`config.mk`:
```
export PLATFORM = sky130hd
export DESIGN_NAME = hwag_trigger_gen
export DESIGN_NICKNAME = d
export VERILOG_FILES = /design/src/rtl/hwag_trigger_gen.sv
export SDC_FILE = /design/constraint.sdc
export NUM_CORES = 1
export LEC_CHECK = 0
export BUFFER_PORTS_ARGS = -buffer_cell sky130_fd_sc_hd__buf_2
export CAP_MARGIN = 20
export CORE_ASPECT_RATIO = 1.1
export CORE_MARGIN = 4
export CORE_UTILIZATION = 30
export CTS_BUF_LIST = sky130_fd_sc_hd__clkbuf_8
export CTS_CLUSTER_DIAMETER = 40
export DETAILED_ROUTE_END_ITERATION = 16
export SYNTH_ARGS = -nofsm -noshare
export SYNTH_HDL_FRONTEND = slang
export SYNTH_SLANG_ARGS = --single-unit
export TNS_END_PERCENT = 5
```
`constraint.sdc`:
```
create_clock -name clk -period 5.45 [get_ports clk]
set_clock_uncertainty 0.1 [all_clocks]
set_input_delay 0.8175 -clock clk [delete_from_list [all_inputs] [get_ports clk]]
set_output_delay 0.8175 -clock clk [all_outputs]
set_load 0.01 [all_outputs]
```
`src/rtl/hwag_trigger_gen.sv`:
```
// Crank/cam trigger-wheel generator: VR tooth train with a missing-tooth gap,
// a two-revolution cam signal and a runtime prescaler with optional
// per-revolution ramp.
module hwag_trigger_gen #(
    parameter int unsigned TOOTH_NUM  = 60,
    parameter int unsigned GAP_NUM    = 2,
    parameter int unsigned TPT        = 64,
    parameter int unsigned PRESC_W    = 16,
    parameter int unsigned CAM_TOGGLE = 30,
    parameter int unsigned CAM_RISE   = 4,
    parameter int unsigned CAM_FALL   = 54
) (
    input  logic                                   clk,
    input  logic                                   rst,
    input  logic                                   en,
    input  logic [PRESC_W-1:0]                     presc_top,
    input  logic                                   load,
    input  logic                                   ramp_en,
    input  logic [PRESC_W-1:0]                     ramp_step,
    input  logic [PRESC_W-1:0]                     presc_max,
    output logic                                   vr,
    output logic                                   cam,
    output logic                                   cam_phase,
    output logic [$clog2(TOOTH_NUM-GAP_NUM)-1:0]   tooth_idx,
    output logic                                   rev_strobe
);

    localparam int unsigned NT     = TOOTH_NUM - GAP_NUM;
    localparam int unsigned LAST   = NT - 1;
    localparam int unsigned IDX_W  = $clog2(NT);
    localparam int unsigned TICK_W = $clog2((GAP_NUM + 1) * TPT + 1);

    localparam logic [TICK_W-1:0] LEN_N = TICK_W'(TPT);
    localparam logic [TICK_W-1:0] LEN_G = TICK_W'((GAP_NUM + 1) * TPT);

    logic [PRESC_W-1:0] scnt_q, scnt_d;
    logic [PRESC_W-1:0] presc_q, presc_d;
    logic [TICK_W-1:0]  tick_q, tick_d;
    logic [IDX_W-1:0]   idx_q, idx_d;
    logic               vr_q, vr_d;
    logic               cam_q, cam_d;
    logic               ph_q, ph_d;
    logic               rs_q, rs_d;

    logic [TICK_W-1:0]         len_cur, len_nxt;
    logic                      tick_adv, tooth_end;
    logic signed [PRESC_W+1:0] ramp_sum;
    logic [PRESC_W-1:0]        ramp_val;

    // Next-state: prescaler, tick/tooth counters, vr/cam decoding and ramp.
    always_comb begin
        scnt_d  = scnt_q;
        presc_d = presc_q;
        tick_d  = tick_q;
        idx_d   = idx_q;
        vr_d    = vr_q;
        cam_d   = cam_q;
        ph_d    = ph_q;
        rs_d    = 1'b0;

        len_cur = (idx_q == IDX_W'(LAST)) ? LEN_G : LEN_N;
        // >= rather than == so a load that drops presc below scnt wraps next clock
        tick_adv  = en && (scnt_q >= presc_q);
        tooth_end = tick_adv && (tick_q == len_cur - 1'b1);

        ramp_sum = $signed({2'b00, presc_q}) +
                   $signed({{2{ramp_step[PRESC_W-1]}}, ramp_step});
        if (ramp_sum[PRESC_W+1])
            ramp_val = '0;
        else if (ramp_sum > $signed({2'b00, presc_max}))
            ramp_val = presc_max;
        else
            ramp_val = ramp_sum[PRESC_W-1:0];

        if (en) begin
            if (tick_adv) begin
                scnt_d = '0;
                if (tooth_end) begin
                    tick_d = '0;
                    idx_d  = (idx_q == IDX_W'(LAST)) ? '0 : idx_q + 1'b1;
                end else begin
                    tick_d = tick_q + 1'b1;
                end
            end else begin
                scnt_d = scnt_q + 1'b1;
            end
        end

        len_nxt = (idx_d == IDX_W'(LAST)) ? LEN_G : LEN_N;
        if (tick_adv)
            vr_d = (tick_d >= (len_nxt >> 1));

        if (tooth_end) begin
            if (idx_d == IDX_W'(CAM_TOGGLE))
                ph_d = ~ph_q;
            if (idx_d == IDX_W'(CAM_RISE) && ph_q)
                cam_d = 1'b1;
            if (idx_d == IDX_W'(CAM_FALL) && ph_q)
                cam_d = 1'b0;
            if (idx_d == '0) begin
                rs_d = 1'b1;
                if (ramp_en)
                    presc_d = ramp_val;
            end
        end

        if (load)
            presc_d = presc_top;
    end

    // State and output registers with synchronous reset.
    always_ff @(posedge clk) begin
        if (rst) begin
            scnt_q  <= '0;
            presc_q <= '0;
            tick_q  <= '0;
            idx_q   <= '0;
            vr_q    <= 1'b0;
            cam_q   <= 1'b1;
            ph_q    <= 1'b0;
            rs_q    <= 1'b0;
        end else begin
            scnt_q  <= scnt_d;
            presc_q <= presc_d;
            tick_q  <= tick_d;
            idx_q   <= idx_d;
            vr_q    <= vr_d;
            cam_q   <= cam_d;
            ph_q    <= ph_d;
            rs_q    <= rs_d;
        end
    end

    assign vr         = vr_q;
    assign cam        = cam_q;
    assign cam_phase  = ph_q;
    assign tooth_idx  = idx_q;
    assign rev_strobe = rs_q;

endmodule

```
==> results by group, run 1 <==
Status
  – Status: finished clean

Logic synthesis
  – Mapped Cells: 531
  – Ys flop type: dfxtp_1
  – Avg Cell Area, Syn: 8.11 µm²
  – Synth Area in Simple Gates: 20.2%
  – Synth Area in Compound Gates: 21.7%
  – Synthesized area: 4310 µm²
  – Synth Warn #: 0
  – Largest family of logic cells by synthesized area: compound AO/OA/AOI/OAI gates
  – Post-synth EDFFs: 0
  – Top area cells in the synthesized netlist: dfxtp_1 23%, ha_1 16%, inv_1 4.3%, xnor2_1 4.3%, mux2i_1 4.0%
  – Synth Area in Adders: 16.2%
  – Post-synthesis xor/xnor area fraction: 7.53%
  – Sequential element share of the synthesized area: 23.2%
  – Post-synth cell types: 63
  – Synth Net Count: 639
  – Area share of the largest cell type after synthesis: 23.2%
  – Synth Register Bits: 50
  – Mux share of post-synthesis cell area: 4.48%
  – Yosys top cell by area: dfxtp_1
  – Asr flop ratio synth: 0%

Setup path
  – Critical-path maximum fanout: 17
  – Crit-path cells: buf_2 -> ha_1 -> inv_1 -> fa_1 -> nor2b_1 -> o2111ai_1 -> a31oi_1 -> a21o_1 -> a21oi_1 -> xnor2_1 -> ha_1 -> a211o_1 -> o211ai_1 -> a21oi_1 -> or4_1 -> a21boi_1 -> o211ai_4 -> mux2i_1 -> o22ai_1
  – Crit. End Element: flip-flop
  – CP required: 5.52 ns
  – Critical-path top delay cell: or4_1
  – Type of the worst setup path: in2reg
  – CP startpoint kind: input pin
  – Reg2Reg Depth: 18
  – CP peak stage delay: 0.54 ns
  – Arrival time worst endpoint: 4.88 ns

Power and ir drop
  – Net Switching: 293 µW
  – Reg power frac: 43.0%
  – Max IR drop VDD: 0.0769 mV
  – P_int: 600 µW
  – Power Density: 184 nW/µm²
  – Clock share of power: 25.7%
  – P_leak: 2.06 nW
  – Logic gate share of total power: 31.3%
  – Switching part of the total: 32.8%
  – Final Power: 893 µW

Clock network
  – Max clock buf depth: 2
  – Worst-skew pair later-pin latency: 0.31 ns
  – CTS Buf Count: 5
  – CTS tree: built
  – CTS clock-pin slew for the worst setup and hold paths: 0.09 ns
  – H-tree depth: 2
  – Post-CTS setup buffer count: 0
  – Hold_buf cts: 0
  – Post-cts resize count: 0
  – Clock Sinks: 50
  – CTS Root Buffer Type: clkbuf_8

Route
  – Vias per inst: 5.27
  – 1st-iter DRT viols: 255
  – Routed wl met3: 467 µm
  – Met1 Routed Length: 4.93 mm
  – DR WL met2: 6.15 mm
  – Total Wirelength: 11.7 mm
  – Vias: 4064
  – Pre-Repair DR Iteration Count: 4
  – DRC Markers: 0
  – Routed WL per cell: 15.2 µm
  – Detail Route Antenna Nets: 0
  – Top sig layer: met4

Global route
  – Global-route usage over all layers: 14.4%
  – Total grt overflow: 0
  – Antenna violations before repair: 0
  – Largest net degree at the start of global routing: 35
  – First-pass GRT wire length: 19.4 mm
  – Vias in the first global route: 4093

Floorplan
  – Starting Density: 30.8%
  – Die Ht: 134 µm
  – Core area: 14000 µm²
  – Num ports: 63
  – Die area: 16300 µm²
  – Chip Width: 122 µm
  – Rows: 45

Final layout
  – Share of cells above drive strength 1: 14.1%
  – Final design utilization: 34.7%
  – Area delta synth->final: 12.5%
  – Fin nets: 690
  – Final cell count without fillers: 771
  – Ant diodes: 0

Timing
  – Final setup TNS: 0 ns
  – Crit path time final: 4.81 ns
  – Final period util: 88.3%
  – Final Setup Violations: 0
  – Slew Viols, Final: 0
  – Final hold vios: 0
  – RSZ-0062 raised after global routing: false
  – Worst relative slew slack: 44.9%
  – Worst setup margin: 0.637 ns
  – Worst-margin pin slew: 0.823 ns
  – Fmax achieved: 208 MHz

Worst hold path
  – Tightest Hold Check Type: reg2reg
  – Hold Path Depth: 2

Placement
  – Placer Congestion: 0.802
  – DP HPWL: 9.65 mm
  – Inst Count DP: 763
  – I/O Buffers: 62
  – Pre-CTS setup slack: 0.324 ns

Job
  – Number of max-cap violations: 0
-- area by class of cell --
cell class	instances	area, µm²
clock buffers	6	82.6
clock inverters	2	8.76
fillers	1533	9120
inverters	49	184
multi-input cells	413	3010
flip-flops and latches	50	1000
well taps	188	235
repair buffers	63	318
-- per-stage QoR --
step / hold WS [ns] / instance area, µm²
2_1_floorplan: 0.353 / 4310
6_report: 0.385 / 4840
3_3_place_gp: 0.364 / 4750
5_1_grt: 0.407 / 4840
4_1_cts: 0.387 / 4840
3_5_place_dp: 0.375 / 4750
-- power groups by stage --
| stage | Sequential (mW) | Clock, mW | Combinational (mW) |
|---|---|---|---|
| after global placement | 0.392 | 0 | 0.272 |
| after CTS | 0.384 | 0.235 | 0.281 |
| after floorplan | 0.389 | 0 | 0.215 |
| after global routing | 0.385 | 0.246 | 0.316 |
| final | 0.384 | 0.229 | 0.280 |
| after detailed placement | 0.392 | 0 | 0.280 |
-- path summary, 6_finish.rpt --
kind	slack [ns]	to	start
setup / recovery	0.64	presc_q[14]$_SDFFE_PP0P_	ramp_step[0]
hold / removal	0.39	tick_q[1]$_SDFF_PP0_	tick_q[1]$_SDFF_PP0_
setup reg to reg	0.84	presc_q[14]$_SDFFE_PP0P_	presc_q[0]$_SDFFE_PP0P_
hold reg to reg	0.39	tick_q[1]$_SDFF_PP0_	tick_q[1]$_SDFF_PP0_
-- synth_stat cells (4+ instances only) --
| library cell | n |
|---|---|
| ha_1 | 54 |
| dfxtp_1 | 50 |
| inv_1 | 49 |
| nor2_1 | 41 |
| nand2_1 | 30 |
| nand3_1 | 25 |
| a21oi_1 | 24 |
| nor3_1 | 21 |
| xnor2_1 | 21 |
| mux2i_1 | 17 |
| xor2_1 | 16 |
| a22oi_1 | 15 |
| o22ai_1 | 15 |
| o21ai_0 | 14 |
| a21o_1 | 13 |
| nand4_1 | 12 |
| clkbuf_1 | 9 |
| nor4_1 | 7 |
| or4_1 | 6 |
| a31oi_1 | 5 |
| and2_1 | 5 |
| a211o_1 | 4 |
| a211oi_1 | 4 |
| nor2b_1 | 4 |
| o21a_1 | 4 |
| o31a_1 | 4 |
-- critical path: cells and delay by family --
kind | cells | cell delay [ns]
and+or+nand+nor | 2 | 0.72
muxes | 1 | 0.26
buffers and inverters | 2 | 0.15
adders and majority gates | 3 | 0.81
AOI/OAI and AO/OA | 10 | 1.94
xor gates and xnor gates | 1 | 0.18
-- metal layers --
layer,global-route usage [%],up-vias
met5,0,-
met4,3.30,0
met3,1.95,11
met2,26.7,80
met1,17.3,1920
li1,-,2053
-- state kept, by name, summed over array words and instances, names as in the netlist --
register	count
cam	1
cam_phase	1
presc_q	16
rev_strobe	1
scnt_q	16
tick_q	8
tooth_idx	6
vr	1
-- cells in the final DEF (no fill, tap or decap), drive strengths merged, types with 4 or more instances in the layout --
cell / netlist / routed
xnor2: 21 / 21
a21o: 13 / 13
o22ai: 15 / 15
ha: 54 / 54
or3: 4 / 4
a31oi: 6 / 6
a22oi: 15 / 15
nor4: 7 / 7
nor2: 41 / 41
and2: 6 / 6
a21oi: 25 / 25
xor2: 16 / 16
nand4: 12 / 12
o31a: 4 / 4
nand2: 30 / 30
mux2i: 17 / 17
o21a: 4 / 4
a211oi: 4 / 4
buf: 10 / 63
inv: 49 / 50
clkbuf: 9 / 6
or4: 6 / 6
nor2b: 4 / 4
o21ai: 16 / 16
nand3: 25 / 25
a211o: 4 / 4
dfxtp: 50 / 50
nor3: 22 / 22
-- kinds of logic after synthesis --
| family | Yosys count |
|---|---|
| and+or+nand+nor | 170 |
| AOI/OAI and AO/OA | 132 |
| buffers and inverters | 68 |
| adders and majority gates | 55 |
| muxes | 19 |
| DFF | 50 |
| xor gates and xnor gates | 37 |
No activity file was read; power rests on OpenSTA's default activity.
==> run 2: changes to the inputs <==
--- a/config.mk
+++ b/config.mk
@@ -6,4 +6,5 @@
 export NUM_CORES = 1
 export LEC_CHECK = 0
+export ABC_AREA = 1
 export BUFFER_PORTS_ARGS = -buffer_cell sky130_fd_sc_hd__buf_2
 export CAP_MARGIN = 20
==> constraint.sdc (replaced) <==
create_clock -name clk -period 5.45 [get_ports clk]
set_clock_uncertainty 0.1 [all_clocks]
set_input_delay 0.545 -clock clk [delete_from_list [all_inputs] [get_ports clk]]
set_output_delay 0.545 -clock clk [all_outputs]
set_load 0.01 [all_outputs]
==> results by group, run 2 <==
Global route
  – First-pass GRT wire length: 20.5 mm (+6.1%)
  – Total grt overflow: 0 (unchanged)
  – Antenna violations before repair: 0 (unchanged)
  – Global-route usage over all layers: 13.8% (-0.53 points)
  – Vias in the first global route: 4389 (+7.2%)
  – Largest net degree at the start of global routing: 33 (-5.7%)

Logic synthesis
  – Mapped Cells: 734 (+38%)
  – Synth Net Count: 842 (+32%)
  – Post-synth EDFFs: 0 (unchanged)
  – Avg Cell Area, Syn: 6.45 µm² (-20%)
  – Most frequent cells after synthesis: 173 x nand2_1, 109 x inv_1, 77 x nor2_1
  – Top-count cell post-synth: nand2_1
  – Sequential element share of the synthesized area: 21.1% (-2.1 points)
  – Synth Register Bits: 50 (unchanged)
  – Top area cells in the synthesized netlist: dfxtp_1 21%, ha_1 14%, nand2_1 14%, inv_1 8.6%, nand3_1 7.6%
  – Post-synth cell types: 47 (-25%)
  – Synthesized area: 4740 µm² (+10%)
  – Asr flop ratio synth: 0% (unchanged)
  – Area share of the largest cell type after synthesis: 21.1% (-2.1 points)
  – Yosys top cell by area: dfxtp_1
  – Synth Warn #: 0 (unchanged)
  – Ys flop type: dfxtp_1

Floorplan
  – Die Ht: 140 µm (+4.6%)
  – Die area: 17900 µm² (+9.4%)
  – Core area: 15300 µm² (+9.5%)
  – Rows: 47 (+4.4%)
  – Num ports: 63 (unchanged)
  – Chip Width: 128 µm (+4.6%)
  – Starting Density: 31.0% (+0.15 points)

Placement
  – I/O Buffers: 62 (unchanged)
  – DP HPWL: 10.3 mm (+6.5%)
  – Placed Area: 5220 µm² (+9.9%)
  – Placer Congestion: 0.889 (+11%)

Status
  – Status: finished clean

Route
  – DRC Markers: 0 (unchanged)
  – Routed WL per cell: 12.5 µm (-18%)
  – 1st-iter DRT viols: 225 (-12%)
  – Vias: 4629 (+14%)
  – Total Wirelength: 12.3 mm (+5.1%)
  – Pre-Repair DR Iteration Count: 4 (unchanged)
  – Detail Route Antenna Nets: 0 (unchanged)
  – Vias per inst: 4.69 (-11%)

Setup path
  – CP peak stage delay: 0.41 ns (-0.13 ns)
  – Arrival time worst endpoint: 4.33 ns (-0.55 ns)
  – CP required: 5.53 ns (about the same)
  – Type of the worst setup path: reg2reg
  – CP startpoint kind: flip-flop
  – Crit. End Element: flip-flop
  – Critical-path maximum fanout: 17 (unchanged)
  – Top cell by count, worst path: nand2_1
  – Critical path buffers and inverters: 2 (unchanged)
  – Crit-path cells: ha_1 -> inv_1 -> fa_1 -> o21ai_1 -> nand2_1 -> nand2_1 -> nand2_1 -> o21ai_0 -> xor2_1 -> inv_1 -> ha_1 -> nand2_1 -> o21a_1 -> o21a_1 -> nand2_1 -> nand2_1 -> nand2_1 -> nand2_2 -> nand2_2 -> nand2_1 -> nand3_1 -> nand2_1 -> nand2_1 -> a21oi_1
  – CP top delay family: simple AND/OR/NAND/NOR gates
  – Critical-path top delay cell: fa_1

Clock network
  – CTS Root Buffer Type: clkbuf_8
  – Post-cts resize count: 0 (unchanged)
  – Post-CTS setup buffer count: 0 (unchanged)
  – CTS Buf Count: 5 (unchanged)
  – Hold_buf cts: 0 (unchanged)
  – Max clock buf depth: 2 (unchanged)
  – CTS clock-pin slew for the worst setup and hold paths: 0.10 ns (about the same)
  – Clock Sinks: 50 (unchanged)
  – CTS tree: built
  – Worst-skew pair later-pin latency: 0.31 ns (about the same)
  – H-tree depth: 2 (unchanged)

Timing
  – RSZ-0062 raised after global routing: false
  – Crit path time final: 4.26 ns (-0.557 ns)
  – Final hold vios: 0 (unchanged)
  – Hold Worst Slack: 0.400 ns (+0.0145 ns)
  – Worst-margin pin slew: 0.727 ns (-0.0963 ns)
  – Final period util: 78.1% (-10 points)
  – Fmax achieved: 235 MHz (+13%)
  – Final Setup Violations: 0 (unchanged)
  – Slew Viols, Final: 0 (unchanged)
  – Worst relative slew slack: 51.5% (+6.6 points)
  – Final setup TNS: 0 ns (unchanged)

Final layout
  – Share of cells above drive strength 1: 15.1% (+1.0 points)
  – Biggest regs: presc_q x16, scnt_q x16, tick_q x8
  – Post-route cell area: 5310 µm² (+9.6%)
  – Commonest non-fill, non-tap cells in the layout: 173 x nand2_1, 109 x inv_1, 77 x nor2_1
  – Area delta synth->final: 12.0%
  – Fin nets: 898 (+30%)
  – Commonest non-fill, non-tap cell in the layout: nand2_1
  – Fillers: 1735 (+13%)
  – Ant diodes: 0 (unchanged)
  – Final design utilization: 34.7% (about the same)

Worst hold path
  – Tightest Hold Check Type: reg2reg

Power and ir drop
  – Max IR drop VDD: 0.0862 mV (+12%)
  – Power Density: 182 nW/µm² (-1.1%)
  – P_leak: 2.63 nW (+28%)
  – Final Power: 968 µW (+8.4%)

Job
  – Number of max-cap violations: 0 (unchanged)
-- run 2: changes by cell type in the layout (fill, tap and decap cells not counted), moves of 10 or more --
cell / delta
a21oi_1: +13
nor2_1: +36
nand3_1: +47
o22ai_1: -13
inv_1: +59
a22oi_1: -15
a21o_1: -10
nand2_2: +21
mux2i_1: -17
xnor2_1: -19
nand2_1: +143
-- run 2: logic make-up after synthesis --
kind of cell | Yosys count | share of synthesized area [%]
AND/OR/NAND/NOR | 395 | 38.5
buffers and inverters | 127 | 10.6
AO/OA/AOI/OAI | 84 | 10.8
adder cells (fa/ha/maj) | 55 | 14.7
flip-flops | 50 | 21.1
XOR/XNOR | 23 | 4.25
-- run 2: layout make-up --
cell class	instances	area (µm²)	share of cell area [%]
Sequential cell	50	1000	18.9
Clock inverter	2	15.0	0.283
Inverter	113	424	7.99
Multi-Input combinational cell	557	3240	61.0
Timing Repair Buffer	63	318	5.99
Clock buffer	5	68.8	1.30
Tap cell	196	245	4.62
-- run 2: worst reg2reg max path, stage by stage (launching register included) --
cell     delay [ns]
dfxtp_1        0.40
ha_1           0.24
inv_1          0.08
fa_1           0.41
o21ai_1        0.27
nand2_1        0.09
nand2_1        0.13
nand2_1        0.10
o21ai_0        0.20
xor2_1         0.27
inv_1          0.07
ha_1           0.27
nand2_1        0.06
o21a_1         0.19
o21a_1         0.16
nand2_1        0.06
nand2_1        0.06
nand2_1        0.07
nand2_2        0.19
nand2_2        0.31
nand2_1        0.09
nand3_1        0.10
nand2_1        0.07
nand2_1        0.07
a21oi_1        0.06
-- run 2: routing by layer --
layer	global-route usage, %	part of all wire, %	up-vias
met5	0	0	-
met4	3.97	1.9	0
met3	1.88	3.7	17
met2	23.0	46	81
met1	18.6	49	2049
li1	-	-	2482
-- run 2: worst paths after layout --
check	startpoint	endpoint	slack [ns]	cells after the start
hold reg to reg	tick_q[3]$_SDFF_PP0_	tick_q[3]$_SDFF_PP0_	0.40	2
setup / recovery	presc_q[0]$_SDFFE_PP0P_	presc_q[8]$_SDFFE_PP0P_	1.19	24
setup reg to reg	presc_q[0]$_SDFFE_PP0P_	presc_q[8]$_SDFFE_PP0P_	1.19	24
hold / removal	tick_q[3]$_SDFF_PP0_	tick_q[3]$_SDFF_PP0_	0.40	2
-- run 2: power breakdown --
part	internal (mW)	switching, mW
registers	0.379	0.0143
logic	0.131	0.220
clock network	0.0881	0.135
total	0.598	0.369
-- run 2: through the flow --
stage	setup slack, ns	instances
floorplan	1.66	734
global placement	0.927	979
detailed placement	0.926	979
CTS	1.17	986
global route	0.675	986
finish	1.19	986
